`config.mk`:
```
export PLATFORM = sky130hd
export DESIGN_NAME = uart_tx_scheduler_flat
export DESIGN_NICKNAME = d
export VERILOG_FILES = /design/src/rtl/uart_tx_scheduler_if.sv /design/src/rtl/uart_tx_scheduler.sv /design/src/flat_wrapper.sv
export SDC_FILE = /design/constraint.sdc
export NUM_CORES = 1
export LEC_CHECK = 0
export CORE_ASPECT_RATIO = 2
export CORE_UTILIZATION = 50
export CTS_CLUSTER_DIAMETER = 50
export DETAILED_ROUTE_END_ITERATION = 8
export DONT_BUFFER_PORTS = 1
export REMOVE_ABC_BUFFERS = 1
export SKIP_LAST_GASP = 1
export SLEW_MARGIN = 20
export SYNTH_ARGS = -nofsm -noshare
export SYNTH_HDL_FRONTEND = slang
export SYNTH_SLANG_ARGS = --single-unit
export TNS_END_PERCENT = 50
```
`constraint.sdc`:
```
create_clock -name clk -period 3.7 [get_ports clk]
set_clock_uncertainty 0.1 [all_clocks]
set_input_delay 0.555 -clock clk [delete_from_list [all_inputs] [get_ports clk]]
set_output_delay 0.555 -clock clk [all_outputs]
set_load 0.01 [all_outputs]
```
`src/rtl/uart_tx_scheduler_if.sv`:
```
// Requester-side handshake bundle for uart_tx_scheduler.
// Each requester i owns bit i of req_valid/req_ready and byte i of req_data.
interface uart_tx_scheduler_if #(
    parameter int N_REQ = 4
);
    logic [N_REQ-1:0]   req_valid;
    logic [8*N_REQ-1:0] req_data;
    logic [N_REQ-1:0]   req_ready;

    // Client side: presents bytes, observes the accept pulse.
    modport master (
        output req_valid,
        output req_data,
        input  req_ready
    );

    // Scheduler side: arbitrates and accepts bytes.
    modport slave (
        input  req_valid,
        input  req_data,
        output req_ready
    );
endinterface

```
`src/rtl/uart_tx_scheduler.sv`:
```
// Round-robin scheduler sharing one 8N1 UART TX line among N_REQ requesters.
// Bits advance on baud_tick pulses from an external generator whose divisor
// this block owns; divisor changes are only applied between frames.
module uart_tx_scheduler #(
    parameter int          N_REQ       = 4,
    parameter logic [15:0] DEFAULT_DIV = 16'd868,
    localparam int         ID_W        = $clog2(N_REQ)
) (
    input  logic                clk,
    input  logic                reset_n,
    uart_tx_scheduler_if.slave  req,
    input  logic                cfg_wr,
    input  logic [15:0]         cfg_div,
    input  logic                baud_tick,
    output logic [15:0]         baud_div,
    output logic                tx,
    output logic                busy,
    output logic [ID_W-1:0]     grant_id,
    output logic                frame_done
);

    typedef enum logic [1:0] {
        S_IDLE,
        S_WAIT_START,
        S_DATA,
        S_STOP
    } state_t;

    state_t          state;
    state_t          state_next;

    logic [ID_W-1:0] rr_ptr;
    logic [7:0]      shift_reg;
    // 0..7 select data bits; 8 means the stop bit is being driven next.
    logic [3:0]      bit_idx;
    logic            pend_valid;
    logic [15:0]     pend_div;
    logic [15:0]     cfg_eff;

    logic            grant_valid;
    logic [ID_W-1:0] grant_idx;
    logic            grant_fire;
    logic [N_REQ-1:0] ready_c;
    logic            frame_done_c;

    // A divisor of zero would stall the generator, so it is clamped to 1.
    assign cfg_eff = (cfg_div == 16'd0) ? 16'd1 : cfg_div;

    // Round-robin search: first valid requester starting at rr_ptr, wrapping.
    always_comb begin
        // NOTE: every variable written here gets a default first so no latch is inferred.
        int cand;
        grant_valid = 1'b0;
        grant_idx   = '0;
        cand        = 0;
        for (int i = 0; i < N_REQ; i++) begin
            cand = int'(rr_ptr) + i;
            if (cand >= N_REQ) begin
                cand = cand - N_REQ;
            end
            if (!grant_valid && req.req_valid[cand]) begin
                grant_valid = 1'b1;
                grant_idx   = ID_W'(cand);
            end
        end
    end

    // Next-state logic plus the combinational accept and frame-end pulses.
    always_comb begin
        state_next   = state;
        ready_c      = '0;
        frame_done_c = 1'b0;
        grant_fire   = 1'b0;
        case (state)
            S_IDLE: begin
                // A pending divisor is applied first; arbitration waits one
                // cycle so the new divisor is visible before the next accept.
                if (!pend_valid && grant_valid) begin
                    grant_fire          = 1'b1;
                    ready_c[grant_idx]  = 1'b1;
                    state_next          = S_WAIT_START;
                end
            end
            S_WAIT_START: begin
                if (baud_tick) begin
                    state_next = S_DATA;
                end
            end
            S_DATA: begin
                if (baud_tick && bit_idx == 4'd8) begin
                    state_next = S_STOP;
                end
            end
            S_STOP: begin
                if (baud_tick) begin
                    frame_done_c = 1'b1;
                    state_next   = S_IDLE;
                end
            end
            default: begin
                state_next = S_IDLE;
            end
        endcase
        // Nothing is accepted or completed while reset is held.
        if (!reset_n) begin
            ready_c      = '0;
            frame_done_c = 1'b0;
            grant_fire   = 1'b0;
        end
    end

    assign req.req_ready = ready_c;
    assign frame_done    = frame_done_c;

    // State register.
    always_ff @(posedge clk) begin
        // NOTE: state uses non-blocking assignments so every register samples pre-edge values.
        if (!reset_n) begin
            state <= S_IDLE;
        end else begin
            state <= state_next;
        end
    end

    // Datapath: grant capture, serialisation, and divisor ownership.
    always_ff @(posedge clk) begin
        if (!reset_n) begin
            tx         <= 1'b1;
            busy       <= 1'b0;
            grant_id   <= '0;
            rr_ptr     <= '0;
            shift_reg  <= '0;
            bit_idx    <= '0;
            baud_div   <= DEFAULT_DIV;
            pend_valid <= 1'b0;
            pend_div   <= '0;
        end else begin
            case (state)
                S_IDLE: begin
                    tx <= 1'b1;
                    // A fresh write supersedes anything still pending.
                    if (cfg_wr) begin
                        baud_div   <= cfg_eff;
                        pend_valid <= 1'b0;
                    end else if (pend_valid) begin
                        baud_div   <= pend_div;
                        pend_valid <= 1'b0;
                    end
                    if (grant_fire) begin
                        shift_reg <= req.req_data[8*grant_idx +: 8];
                        grant_id  <= grant_idx;
                        rr_ptr    <= (int'(grant_idx) == N_REQ - 1) ? '0 : grant_idx + 1'b1;
                        busy      <= 1'b1;
                    end
                end
                S_WAIT_START: begin
                    if (baud_tick) begin
                        tx      <= 1'b0;
                        bit_idx <= '0;
                    end
                end
                S_DATA: begin
                    if (baud_tick) begin
                        tx      <= (bit_idx == 4'd8) ? 1'b1 : shift_reg[bit_idx[2:0]];
                        bit_idx <= bit_idx + 4'd1;
                    end
                end
                S_STOP: begin
                    if (baud_tick) begin
                        busy <= 1'b0;
                    end
                end
                default: begin
                    tx <= 1'b1;
                end
            endcase
            // Mid-frame writes are parked; last write wins.
            if (state != S_IDLE && cfg_wr) begin
                pend_div   <= cfg_eff;
                pend_valid <= 1'b1;
            end
        end
    end

endmodule
```
`src/flat_wrapper.sv`:
```
// flat-port wrapper written by rule: the top's interface ports become plain ports
module uart_tx_scheduler_flat 
#(
    parameter int          N_REQ       = 4,
    parameter logic [15:0] DEFAULT_DIV = 16'd868,
    localparam int         ID_W        = $clog2(N_REQ)
)
  (clk, reset_n, cfg_wr, cfg_div, baud_tick, baud_div, tx, busy, grant_id, frame_done, req_req_valid, req_req_data, req_req_ready);
  uart_tx_scheduler_if #(.N_REQ(N_REQ)) req_i ();
  input  logic clk;
  input  logic reset_n;
  input  logic cfg_wr;
  input  logic [15:0] cfg_div;
  input  logic baud_tick;
  output logic [15:0] baud_div;
  output logic tx;
  output logic busy;
  output logic [ID_W-1:0] grant_id;
  output logic frame_done;
  input wire logic [$bits(req_i.req_valid)-1:0] req_req_valid;
  input wire logic [$bits(req_i.req_data)-1:0] req_req_data;
  output wire logic [$bits(req_i.req_ready)-1:0] req_req_ready;
  assign req_i.req_valid = req_req_valid;
  assign req_i.req_data = req_req_data;
  assign req_req_ready = req_i.req_ready;
  uart_tx_scheduler #(.N_REQ(N_REQ), .DEFAULT_DIV(DEFAULT_DIV)) u_core (.clk(clk), .reset_n(reset_n), .req(req_i), .cfg_wr(cfg_wr), .cfg_div(cfg_div), .baud_tick(baud_tick), .baud_div(baud_div), .tx(tx), .busy(busy), .grant_id(grant_id), .frame_done(frame_done));
endmodule
```
* Yosys cells after proc, flatten, opt, wreduce, memory -nomap -nowiden
Index checks and enable logic that the tools add are counted.
** Operators by class
- Equal/unequal tests :: 11
- Bitwise operators :: 0
- Shift-type cells :: 1
- Reductions and logical operators :: 25
- Multiply operators :: 0
- Divide/modulo/power cells :: 0
- Mux-type cells :: 57
- Add/sub/neg operators :: 9
- Magnitude comparators :: 11
** Operators with widths (count)
- $lt 32x4->1 const B :: 4
- $mux 32 :: 4
- $ge 32x4->1 const B :: 3
- $sub 32x4->32 const B :: 3
- $mux 16 :: 3
- $shiftx 32x6->8 :: 1
- $mux 1 :: 26
- $mux 4 :: 5
- $mux 2 :: 9
- $logic_not 16->1 :: 1
- $reduce_bool 2->1 :: 5
- $reduce_and 3->1 :: 3
- $bmux 1 s2 :: 4
- $pmux 2 s4 :: 1
- $pmux 4 s2 :: 1
- $logic_and 1x1->1 :: 7
- $add 2x2->3 const B :: 2
- $ne 2x1->1 const B :: 3
- $ne 2x2->1 const B :: 3
- $add 4x1->4 const B :: 1
- $eq 2x1->1 const B :: 2
- $eq 2x2->1 const B :: 2
- $eq 4x4->1 const B :: 1
- $logic_not 1->1 :: 4
- other kinds (15) :: 16
** Storage, ports and cells
- Memory bits (writable) :: 0
- Latch bits :: 0
- Register bits :: 53
- Word-level logic and storage cells :: 124
- Memory bits (read-only) :: 0
- Memories kept :: 0
- Input port bits :: 56

* Logic depth before layout (Yosys ltp)
Gate-level depths: netlist of run 1.
- Depth after elaboration :: 22
- Depth in mapped cells :: 8
- Depth with buffers taken out :: 7

* Least setup slack after synthesis of run 1
OpenSTA, ideal clock, no wires.
- Path kind :: in2out
- Start point :: input port req_req_valid[2]
- End point :: output port req_req_ready[3]
- Setup slack :: 1.285 ns
- Stages on the path :: 7
- Required time :: 3.045 ns
- Arrival time :: 1.760 ns
- Path through :: nor2b_1 a221o_1 and2_1 buf_6 buf_12 ha_1 and2_1
** On the way
- Word-level cells in the longest chain between the ends :: 20
- Elaborated cells on any way between the ends :: 35
- Classes of those cells :: order compare: 2; mux: 25; reduce/logical: 8
** RTL lines
- from (decl) :: line flat_wrapper.sv:20 : input wire logic [$bits(req_i.req_valid)-1:0] req_req_valid;
- $bmux 1 s2 :: line uart_tx_scheduler.sv:61 : if (!grant_valid && req.req_valid[cand]) begin
- $mux 1 (not written as such) (2 in a row) :: line uart_tx_scheduler.sv:61
- $mux 1 :: line uart_tx_scheduler.sv:61
- $logic_not 1->1 :: line uart_tx_scheduler.sv:61
- $logic_and 1x1->1 :: line uart_tx_scheduler.sv:61
- $mux 1 :: line uart_tx_scheduler.sv:61
- $logic_not 1->1 :: line uart_tx_scheduler.sv:61
- $logic_and 1x1->1 :: line uart_tx_scheduler.sv:61
- [... 3 more ...]
- $mux 2 :: line uart_tx_scheduler.sv:61
- $lt 2x3->1 (not written as such) or $ge 2x1->1 (tied branches) :: line uart_tx_scheduler.sv:80 : ready_c[grant_idx] = 1'b1;
- $logic_and 1x1->1 (not written as such) :: line uart_tx_scheduler.sv:80
- $mux 1 (not written as such) :: line uart_tx_scheduler.sv:80
- $demux 1 s2
- $mux 4 * :: line uart_tx_scheduler.sv:78 : if (!pend_valid && grant_valid) begin
- $mux 4 * :: line uart_tx_scheduler.sv:74 : case (state)
- $mux 4 * :: line uart_tx_scheduler.sv:105 : if (!reset_n) begin
- to (decl) :: line flat_wrapper.sv:22 : output wire logic [$bits(req_i.req_ready)-1:0] req_req_ready;
Mark *: on every way between the ends. The rest lies on a longest branch, timed or not. The select of a mux whose other input is x is not followed.

* Worst setup path in the final report of run 1
- Start point :: register u_core.state[0]
- End point :: output port req_req_ready[1]
** On the way
- Word-level cells in the longest chain between the ends :: 3
** RTL lines
- from (decl) :: line uart_tx_scheduler.sv:29 : state_t state;
- from (signal assigned) :: line uart_tx_scheduler.sv:121 : state <= state_next;
- $logic_not 2->1 :: line uart_tx_scheduler.sv:74
- $mux 4 :: line uart_tx_scheduler.sv:74
- $mux 4 :: line uart_tx_scheduler.sv:105
Every way passes these cells.

==> flow_metrics.tcl, run 1 <==
set metrics [dict create \
    worst_slew_pin_slew_ps 737 \
    pin_count 81 \
    cts.sinks 53 \
    drv_cap 0 \
    hold_start "reset_n" \
    grt_pass1_vias 1927 \
    final_area_um2 2840 \
    drt-initial-drc-count 47 \
    cts_resized 0 \
    synth_area_um2 2770 \
    grt_max_degree 49 \
    worstSetupStartpointType "flop" \
    layout.nets 366 \
    via_per_inst 5.82 \
    crit_required_ps 3040 \
    fin_setup_tns_ps 0 \
    pre_cts_ws_ps 1210 \
    instances_no_fill 364 \
    fin_crit_sh_pct 75.0 \
    synth_cells 316 \
    postLayoutCoreUtil_pct 52.9 \
    cts_tree "done" \
    antenna_found_initial 0 \
    yosys_warnings 0 \
    track_usage_pct 21.1 \
    root_buffer "clkbuf_8" \
    ys_seq_elements 53 \
    timing.rr.start "u_core.state[0]" \
    worstPathMaxFanout 10 \
    vdd_drop_max_v 0.000406 \
    power_frac_comb_pct 38.3 \
    hp-class "in2reg" \
    clkTransAtPathRegs_ps 100 \
    wl_per_cell_um 16.0 \
    min_period_ps 2770 \
    clkLatencyLatePin_ps 310 \
    initial_core_util_pct 51.5 \
    seq_area_frac_synth_pct 38.4 \
    dp.cells 356 \
    setup_violations 0 \
    clockPowerShare_pct 16.5 \
    h-tree-depth 2 \
    place_congestion 0.787 \
    die_w_um 54.6 \
    cp_data_arrival_time_ps 2120 \
    met2_usage_pct 39.5 \
    drc_errors 0 \
    dr.pass1.iters 4 \
    fin_ws_ps 926 \
    dieArea_um2 5850 \
    power.total_mw 1.96 \
    ys.flop_type "dfxtp_1" \
    fin_hold_ws_ps 229 \
    placementRows 38 \
    met3_usage_pct 4.26 \
    slew_headroom_pct 50.9 \
    drt-total-wl_um 5830 \
    ys_types 39 \
    p_leak_nw 1.18 \
    startpoint "u_core.state[0]" \
    slew_violations 0 \
    cts_setup_buffers 0 \
    grt_use_met1_pct 20.6 \
    cts_buffer_depth 2 \
    p_seq_share_pct 45.2 \
    io_buffers 0 \
    cts_hold_buf 0 \
    critPathKind "reg2out" \
    fillerInstances 534 \
    place_area_um2 2750 \
    antenna_cells 0 \
    power.density_nw_per_um2 690 \
    dp_hpwl_um 4370 \
    core_area_um2 5370 \
    syn_to_final_growth_pct 2.71 \
    synth_edf_count 0 \
    grt_first_pass_wirelength_um 8920 \
    async_flop_share_pct 0 \
    grt_busiest_layer "met2" \
    drive_gt1_share_pct 6.25 \
    status "finished, final reports clean" \
    avgSynthCellArea_um2 8.75 \
    cts_made_buffers 5 \
    worstSetupEndpointType "primary output" \
    vias 2118 \
    switching_share_pct 38.5 \
    intPower_mw 1.20 \
    max_freq_mhz 360 \
    drtAntennaViolNets 0 \
    overflow 0 \
    rsz0062_at_grt "no" \
    hold_violations 0 \
    fp.dieH_um 107 \
    power.switching_mw 0.755 \
]
## cell usage in the layout (no fill, tap or decap), types with 3 or more instances in the layout
cell type | netlist | final
a21boi_0 | 24 | 24
a21oi_1 | 7 | 7
and2_1 | 4 | 4
and3_1 | 6 | 6
and3_2 | 3 | 3
buf_4 | 0 | 4
clkbuf_8 | 0 | 5
dfxtp_1 | 53 | 53
ha_1 | 7 | 7
inv_1 | 6 | 6
mux2i_1 | 28 | 28
nand2_1 | 62 | 62
nand2b_1 | 4 | 4
nor2_1 | 8 | 8
nor2b_1 | 11 | 11
nor3_1 | 3 | 3
nor4_1 | 4 | 4
o211a_1 | 11 | 11
o211ai_1 | 15 | 15
o21ai_0 | 17 | 17
## critical path: stages (launching register included)
cell and delay, ps:
dfxtp_1 340, inv_1 100, ha_1 330, and4bb_2 290
nor4b_2 490, and2b_1 260
## synth_stat cells (2+ instances only)
master	count	share of area, %
a21oi_1	7	1.3
o21ai_0	17	3.1
nor3_1	3	0.54
nand2_1	62	8.4
nor3b_1	2	0.54
mux4_2	2	1.6
mux2i_1	28	10
and3_2	3	0.81
and2_1	4	0.90
clkbuf_1	18	2.4
inv_1	6	0.81
buf_2	3	0.54
o211a_1	11	4.0
nor4_1	4	0.90
o211ai_1	15	4.1
a22oi_1	2	0.54
and3_1	6	1.4
dfxtp_1	53	38
ha_1	7	3.2
nor2b_1	11	2.5
nor2_1	8	1.1
a21boi_0	24	6.5
nand2b_1	4	0.90
## power by group through the flow
stage | registers, mW | clock network (mW) | logic, mW
2_1_floorplan | 0.870 | 0 | 0.585
3_3_place_gp | 0.897 | 0 | 0.752
3_5_place_dp | 0.901 | 0 | 0.762
4_1_cts | 0.888 | 0.336 | 0.763
5_1_grt | 0.916 | 0.355 | 0.849
6_report | 0.886 | 0.323 | 0.751
## per-layer routing
layer / wire length (um) / vias to the layer above
met5: 0 / -
met4: 95 / 0
met3: 244 / 6
met2: 3330 / 58
met1: 2160 / 962
li1: - / 1092
## cell families (layout without fill, tap and decap cells)
logic type | after synthesis | in the layout | synth area share [%]
buffers and inverters | 30 | 18 | 5.07
AOI/OAI and AO/OA | 83 | 83 | 21.6
muxes | 30 | 30 | 11.8
DFF | 53 | 53 | 38.4
and+or+nand+nor | 113 | 113 | 20.1
adders and majority gates | 7 | 7 | 3.17
## worst paths after layout
check,cells after the start,end,slack (ps)
max reg2reg,6,u_core.shift_reg[1],1500
min,1,u_core.baud_div[2],230
min reg2reg,2,u_core.pend_div[7],370
max,5,req_req_ready[1],930
## layout make-up
| cell class | instances | area [um^2] | area share, % |
|---|---|---|---|
| multi-input cells | 233 | 1570 | 55.1 |
| flip-flops and latches | 53 | 1060 | 37.3 |
| well taps | 60 | 75.1 | 2.64 |
| clock buffers | 6 | 72.6 | 2.55 |
| clock inverters | 2 | 15.0 | 0.528 |
| inverters | 6 | 22.5 | 0.793 |
| repair buffers | 4 | 30.0 | 1.06 |
No activity file was read; power rests on OpenSTA's default activity.
==> inputs of run 2 (changes only) <==
PLACE_DENSITY = 0.68   (was unset)
clock period = 2.4 ns   (was 3.7 ns; I/O delays follow)
==> run 2 against run 1 <==
Setup slack got worse by 790 ps. Clock power grew 63%. Hold slack worse by 190 ps. Register-to-register slack worse by 1000 ps. Clock-buffer cell count stayed put. Wire length is 0.67% lower. Sequential power is 55% higher. Non-clock buffer count rose by 6. Critical endpoint unchanged. Combinational power grew 61%. Via count is 1.8% higher. Critical path type unchanged. Cell area is 2.4% higher.
==> flow_metrics.tcl, run 2 (synthesis gave the netlist of run 1 again) <==
set metrics [dict create \
    status "finished, final reports clean" \
    drv_cap 0 \
    cpLargestDelayFamily "simple AND/OR/NAND/NOR gates" \
    power.density_nw_per_um2 1070 \
    layout.nets 372 \
    worstSetupEndpointType "primary output" \
    place_congestion 0.732 \
    vias 2156 \
    syn_to_final_growth_pct 5.16 \
    critPathMaxStageDelay_ps 390 \
    root_buffer "clkbuf_8" \
    drc_errors 0 \
    io_buffers 0 \
    worstSetupStartpointType "flop" \
    grt_first_pass_wirelength_um 9340 \
    cp_data_arrival_time_ps 1800 \
    slew_headroom_pct 57.2 \
    grt_max_degree 49 \
    crit_required_ps 1940 \
    instances_no_fill 370 \
    slowest_stage "nor4b_4" \
    via_per_inst 5.83 \
    cts.sinks 53 \
    dp.cells 362 \
    drtAntennaViolNets 0 \
    initial_core_util_pct 51.5 \
    p_leak_nw 1.22 \
    hp-class "in2reg" \
    min_period_ps 2260 \
    layout_commonest_cell "nand2_1" \
    core_area_um2 5370 \
    grt_pass1_vias 2108 \
    path_cells "inv_1 -> ha_1 -> and4bb_2 -> nor4b_4 -> and2b_1" \
    track_usage_pct 21.8 \
    power.total_mw 3.11 \
    cts_buffer_depth 2 \
    clkTransAtPathRegs_ps 100 \
    drt-initial-drc-count 49 \
    drive_gt1_share_pct 8.71 \
    setup_violations 0 \
    worstPathMaxFanout 9 \
    crit_buf_inv 1 \
    wl_per_cell_um 15.7 \
    placementRows 38 \
    max_freq_mhz 442 \
    fp.dieH_um 107 \
    slew_violations 0 \
    fin_hold_ws_ps 39.0 \
    final_cell_mix "62 x nand2_1, 53 x dfxtp_1, 28 x mux2i_1, 24 x a21boi_0, 17 x o21ai_0" \
    antenna_cells 0 \
    pin_count 81 \
    antenna_found_initial 0 \
    clkLatencyLatePin_ps 310 \
    rsz0062_at_grt "yes" \
    drt-total-wl_um 5790 \
    cts_tree "done" \
    critPathKind "reg2out" \
    place_area_um2 2800 \
    cts_made_buffers 5 \
    dr.pass1.iters 4 \
    vdd_drop_max_v 0.000711 \
    die_w_um 54.6 \
    final_area_um2 2910 \
    cts_setup_buffers 0 \
    pre_cts_ws_ps 296 \
    h-tree-depth 2 \
    fin_crit_sh_pct 94.2 \
    dp_hpwl_um 4350 \
    fin_ws_ps 140 \
    dieArea_um2 5850 \
    worst_slew_pin_slew_ps 642 \
    overflow 0 \
    hold_violations 0 \
]
-- run 2: changes by cell type in the layout (fill, tap and decap cells not counted) --
cell	previous run	this run
clkbuf_1	1	0
nor4b_2	1	0
clkinvlp_4	2	0
nor4b_4	0	1
nor3_1	3	2
clkinv_4	0	1
buf_4	4	10
clkinv_2	0	1
nor3_2	0	1
clkbuf_8	5	6
-- run 2: worst paths after layout --
kind	startpoint	end	slack [ps]	depth (start not counted)
max	u_core.state[0]	req_req_ready[1]	140	5
min	reset_n	u_core.baud_div[2]	40	1
min reg2reg	u_core.pend_div[5]	u_core.pend_div[5]	360	2
max reg2reg	u_core.state[0]	u_core.shift_reg[2]	490	8
-- run 2: repair_timing --
action	in CTS	in global routing
hold buffers	0	0
gates resized for setup	1	1
setup endpoints to repair	1	2
pin swaps	0	0
-- run 2: worst reg2reg max path, stage by stage, from the launching register on --
cell and delay, ps:
dfxtp_1 340, inv_1 100, ha_1 170, buf_4 150, nor3b_2 500, nor2b_1 100
buf_4 180, nand2_1 70, o211ai_1 80
-- run 2: area by class of cell --
class | count | area (um^2)
Inverter | 6 | 22.5
Multi-Input combinational cell | 233 | 1580
Fill cell | 510 | 2460
Sequential cell | 53 | 1060
Clock inverter | 2 | 13.8
Tap cell | 60 | 75.1
Clock buffer | 6 | 82.6
Timing Repair Buffer | 10 | 75.1
-- run 2: power by group --
part / switching [mW] / leakage, nW / internal [mW] / total [mW]
clock network: 0.291 / 0.0512 / 0.234 / 0.525
logic: 0.658 / 0.738 / 0.555 / 1.21
registers: 0.223 / 0.436 / 1.14 / 1.37
-- run 2: metal layers --
layer  vias to the layer above  routed length [um]  GRT usage [%]
li1                       1095                   -              -
met1                       983                2080           20.8
met2                        72                3320           41.2
met3                         6                 295           4.68
met4                         0                  93           8.24
met5                         -                   0              0
-- run 2: per-stage QoR --
| stage | util [%] | setup TNS, ps |
|---|---|---|
| final | 54.1 | 0 |
| after floorplan | - | 0 |
| after global routing | 54.1 | -31.4 |
| after global placement | 52.1 | 0 |
| after detailed placement | 52.1 | 0 |
| after CTS | 54.1 | 0 |
